===== config.mk =====
export PLATFORM = sky130hd
export DESIGN_NAME = matrix_entry
export DESIGN_NICKNAME = d
export VERILOG_FILES = /design/src/rtl/matrix_pkg.sv /design/src/rtl/btn_debounce.sv /design/src/rtl/matrix_entry.sv
export SDC_FILE = /design/constraint.sdc
export NUM_CORES = 1
export LEC_CHECK = 0
export CAP_MARGIN = 20
export CORE_MARGIN = 5
export CORE_UTILIZATION = 42
export CTS_CLUSTER_DIAMETER = 150
export CTS_CLUSTER_SIZE = 20
export DETAILED_ROUTE_END_ITERATION = 10
export PLACE_DENSITY = 0.71
export SLEW_MARGIN = 20
export SYNTH_ARGS = -nofsm -noshare
export SYNTH_HDL_FRONTEND = slang
export SYNTH_HIERARCHICAL = 1
export SYNTH_SLANG_ARGS = --single-unit

===== constraint.sdc =====
create_clock -name clk -period 1.26 [get_ports clk]
set_input_delay 0.252 -clock clk [delete_from_list [all_inputs] [get_ports clk]]
set_output_delay 0.252 -clock clk [all_outputs]
set_load 0.02 [all_outputs]

===== src/rtl/matrix_pkg.sv =====
// Shared types and constants for the matrix entry front end and matrixops.
package matrix_pkg;

   typedef enum logic [1:0] {
      IDLE    = 2'd0,
      PRESS   = 2'd1,
      FIRE    = 2'd2,
      RELEASE = 2'd3
   } db_state_e;

   typedef logic [1:0] elem_t;

   localparam int N_ELEM_DEF = 8;

endpackage


===== src/rtl/btn_debounce.sv =====
// Push-button synchronizer and debounce FSM.
// Emits a one-cycle press pulse on the clock edge that enters FIRE.
module btn_debounce
   import matrix_pkg::*;
#(
   parameter int DB_CYCLES = 4
) (
   input  logic clk_i,
   input  logic rst_i,
   input  logic btn_i,
   output logic press_o
);

   localparam int CNT_W = $clog2(DB_CYCLES + 1);
   localparam logic [CNT_W-1:0] CNT_LAST = CNT_W'(DB_CYCLES - 1);

   logic             sync1_q;
   logic             btn_s_q;
   db_state_e        state_q, state_d;
   logic [CNT_W-1:0] cnt_q, cnt_d;

   always_ff @(posedge clk_i) begin
      if (rst_i) begin
         sync1_q <= 1'b0;
         btn_s_q <= 1'b0;
         state_q <= IDLE;
         cnt_q   <= '0;
      end else begin
         sync1_q <= btn_i;
         btn_s_q <= sync1_q;
         state_q <= state_d;
         cnt_q   <= cnt_d;
      end
   end

   // The transition edge counts as a sample, so DB_CYCLES-1 is the last count held.
   always_comb begin
      state_d = state_q;
      cnt_d   = cnt_q;
      press_o = 1'b0;
      case (state_q)
         IDLE: begin
            if (btn_s_q) begin
               state_d = PRESS;
               cnt_d   = CNT_W'(1);
            end
         end
         PRESS: begin
            if (!btn_s_q) begin
               state_d = IDLE;
               cnt_d   = '0;
            end else if (cnt_q == CNT_LAST) begin
               state_d = FIRE;
               cnt_d   = '0;
               press_o = 1'b1;
            end else begin
               cnt_d = cnt_q + CNT_W'(1);
            end
         end
         FIRE: begin
            state_d = RELEASE;
            cnt_d   = '0;
         end
         RELEASE: begin
            if (btn_s_q) begin
               cnt_d = '0;
            end else if (cnt_q == CNT_LAST) begin
               state_d = IDLE;
               cnt_d   = '0;
            end else begin
               cnt_d = cnt_q + CNT_W'(1);
            end
         end
         default: begin
            state_d = IDLE;
            cnt_d   = '0;
         end
      endcase
   end

endmodule


===== src/rtl/matrix_entry.sv =====
// Input sequencer for matrixops: debounced enter strobe, captured X/Y operands,
// and the index of the next matrix element to be loaded.
module matrix_entry
   import matrix_pkg::*;
#(
   parameter int DB_CYCLES = 4,
   parameter int N_ELEM    = N_ELEM_DEF,
   parameter int IDX_W     = $clog2(N_ELEM)
) (
   input  logic             clk,
   input  logic             rst,
   input  logic             btn,
   input  logic [1:0]       sw_x,
   input  logic [1:0]       sw_y,
   output logic             enter,
   output logic [1:0]       X,
   output logic [1:0]       Y,
   output logic [IDX_W-1:0] idx,
   output logic             done
);

   localparam logic [IDX_W-1:0] IDX_LAST = IDX_W'(N_ELEM - 1);

   logic             press;
   logic             enter_q;
   logic             done_q;
   elem_t            x_q, y_q;
   logic [IDX_W-1:0] idx_q, idx_d;

   btn_debounce #(
      .DB_CYCLES(DB_CYCLES)
   ) u_debounce (
      .clk_i  (clk),
      .rst_i  (rst),
      .btn_i  (btn),
      .press_o(press)
   );

   // idx advances on the edge leaving FIRE, which is the edge ending the strobe.
   always_comb begin
      idx_d = idx_q;
      if (enter_q) begin
         idx_d = (idx_q == IDX_LAST) ? '0 : idx_q + IDX_W'(1);
      end
   end

   always_ff @(posedge clk) begin
      if (rst) begin
         enter_q <= 1'b0;
         done_q  <= 1'b0;
         x_q     <= '0;
         y_q     <= '0;
         idx_q   <= '0;
      end else begin
         enter_q <= press;
         done_q  <= press && (idx_q == IDX_LAST);
         idx_q   <= idx_d;
         if (press) begin
            x_q <= sw_x;
            y_q <= sw_y;
         end
      end
   end

   assign enter = enter_q;
   assign done  = done_q;
   assign X     = x_q;
   assign Y     = y_q;
   assign idx   = idx_q;

endmodule


==> summary.txt <==
Die
  • IO Count: 16
  • Initial core utilization: 43.0%
  • Core area: 1670 µm²
  • Full die area: 2640 µm²
  • Die Span X: 51.4 µm
  • Cell row count: 15
  • Die extent in y: between 50 and 60 µm

STA
  • Post-route clock period utilization: 98.7%
  • Max-slew violation count: 0
  • Relative slew slack: 84.0%
  • Crit path time final: about 1.2 ns
  • Setup repair after global routing missed its margin: true
  • Setup TNS: 0 ns
  • Clock skew: 0.00666 ns
  • Fmax: 804 MHz
  • Worst-margin pin slew: 0.239 ns
  • Hold Vio Cnt, Final: 0
  • Worst hold slack: 0.449 ns
  • # setup viols final: 0

Detailed routing
  • Routed vias: 564
  • WL final: around 1.4 mm
  • Drt first pass iters: 3
  • Initial DRC Count: 3
  • DRT antenna net count: 0
  • Avg Vias per Cell: 4.95
  • Routed wire length per instance: 12.3 µm
  • DRC Markers: 0

Yosys
  • Top_reg_cell synth: dfxtp_1
  • Cell accounting for the most synthesized area: dfxtp_1
  • Mapped Cells: 71
  • Most frequent cell after synthesis: dfxtp_1
  • #FFs+latches synth: 16
  • Synth top cells by count: 16 x dfxtp_1, 7 x nor2_1, 6 x mux2i_1
  • Synth warn: 6
  • Fraction of registers with async set/reset: 0%
  • Seq/Total Area, Yosys: 44.6%
  • Syn Nets: 81
  • Synth area leaders: dfxtp_1 45%, mux2i_1 8.4%, ha_1 5.2%
  • Synth top area share: 44.6%
  • Average size of a mapped cell: 10.1 µm²
  • Synthesized area: 718 µm²
  • Post-synth EDFFs: 0
  • Yosys cell types: 26

Cells and area
  • Layout cells sized above 1: 32.0%
  • Final net count: 108
  • # diodes: 0
  • Design area: slightly above 1000 µm²
  • Area grow syn2layout: 40.8%

Global route
  • Gr ovfl total: 0
  • Largest net degree at the start of global routing: 11
  • First-pass GRT wire length: 2.37 mm
  • Vias in the first global route: 555
  • Total global-route track usage: between 10% and 20%
  • Initial antenna violation count: 0

Pwr
  • Leakage: 0.410 nW
  • Pwr Total: ~0.91 mW
  • Power Density: 904 nW/µm²
  • Maximum VDD drop: 0.000648 V

Clocking
  • Root Driver: clkbuf_4
  • Max clock buf depth: 2
  • TritonCTS clock tree: done
  • Clk sinks: 16
  • Total CTS buffers: 3
  • Worst-skew pair later-pin latency: 0.28 ns
  • Clock slew at reported path FFs: 0.10 ns
  • Hold-fix buffers, CTS: 0
  • # H-tree levels: 1

Setup path
  • Worst r2r src: idx[0]
  • Arr. time, crit path: 1.47 ns
  • Crit Path Class: register to register
  • Critical Path End Type: register
  • Crit start category: register
  • Cells on worst reg2reg path: 4
  • Worst endpoint required time: between 1 and 1.5 ns
  • Reg2Reg Setup Slack: 0.02 ns
  • Reg2reg end: idx[0]
  • Max FO, Critical Path: 3

Min path
  • Worst Min Path Start: u_debounce/sync1_q
  • Hold EP: u_debounce/btn_s_q
  • Cells on Worst Hold Path: 1
  • Hold/Removal Path Class: register to register

Run
  • # Max-Cap Violations: 0

Placed design
  • Port bufs: 15
  • DP Area: 951 µm²
  • DP HPWL: 1.01 mm
  • Placer Congestion: between 0.7 and 0.8

Status
  • Status: finished, final reports clean
-- flip-flops by register name, summed over array words and instances, names as in the netlist, named ones only --
register and count:
u_debounce/btn_s_q 1, X 2, u_debounce/cnt_q 3, u_debounce/state_q 1, enter 1, idx 3
Y 2, done 1, u_debounce/sync1_q 1
-- cell type report --
type | instances | area (µm²)
fill | 144 | 659
multi-input combinational | 49 | 393
sequential | 16 | 325
timing repair buffer | 27 | 231
clock buffer | 4 | 36.3
tap | 17 | 21.3
inverter | 1 | 3.75
-- metrics by stage --
step	std cells	utilization [%]	setup slack, ns
floorplan	71	-	-0.0170
global placement	109	56.9	-0.0630
detailed placement	109	56.9	-0.116
CTS	113	59.4	0.00246
global route	114	60.5	-0.0181
finish	114	60.5	0.0158
-- worst max path at each step --
stage               startpoint                  end  slack, ns  cells after the start
CTS                     idx[0]               idx[0]      0.002                      4
finish                  idx[0]               idx[0]       0.02                      4
global route            idx[0]               idx[0]      -0.02                      4
global placement           rst  u_debounce/cnt_q[1]      -0.06                      4
detailed placement         rst  u_debounce/cnt_q[1]      -0.12                      4
floorplan               idx[0]               idx[0]      -0.02                      4
-- per-layer routing --
layer	vias to the layer above	part of all wire, %	GRT usage, %
met2	11	47	19.1
met1	253	46	14.3
li1	298	-	-
met3	2	5.4	4.37
met5	-	0	0
met4	0	1.0	5.24
-- what timing repair did --
action                                  CTS  global route
setup buffers                             0             1
pin swaps                                 3             1
resized for setup                        16             7
endpoints found under the setup margin   15            11
-- placed cells by master, fill, tap and decap left out, types with 2 or more instances in the layout --
cell / synthesis / final
dfxtp_1: 16 / 12
buf_4: 0 / 12
nor2_1: 7 / 7
mux2i_1: 6 / 6
clkdlybuf4s50_1: 0 / 6
clkdlybuf4s15_1: 0 / 5
dfxtp_2: 0 / 4
nand2_1: 4 / 4
clkbuf_4: 0 / 3
dlygate4sd2_1: 0 / 3
nor2b_1: 4 / 3
nor3_1: 4 / 3
nand2b_1: 3 / 2
nand3b_1: 2 / 2
a21oi_1: 2 / 2
ha_4: 0 / 2
and2b_1: 2 / 2
-- logic make-up after synthesis --
family / after synthesis / synth area share (%)
AO/OA/AOI/OAI: 9 / 10.6
adder cells (fa/ha/maj): 3 / 5.23
buffers and inverters: 6 / 6.62
flip-flops: 16 / 44.6
multiplexers: 6 / 8.36
AND/OR/NAND/NOR: 31 / 24.6
-- critical path, cell delays in order (launching register included) --
cell	delay (ns)
dfxtp_2	0.35
ha_2	0.20
ha_4	0.16
or3b_1	0.37
a21oi_2	0.11
-- power by group --
| group | internal, mW | total, mW | switching, mW |
|---|---|---|---|
| clock network | 0.176 | 0.331 | 0.156 |
| logic | 0.0403 | 0.0670 | 0.0267 |
| registers | 0.512 | 0.516 | 0.00394 |
| total | 0.728 | 0.914 | 0.186 |
(Power assumes the default switching activity.)
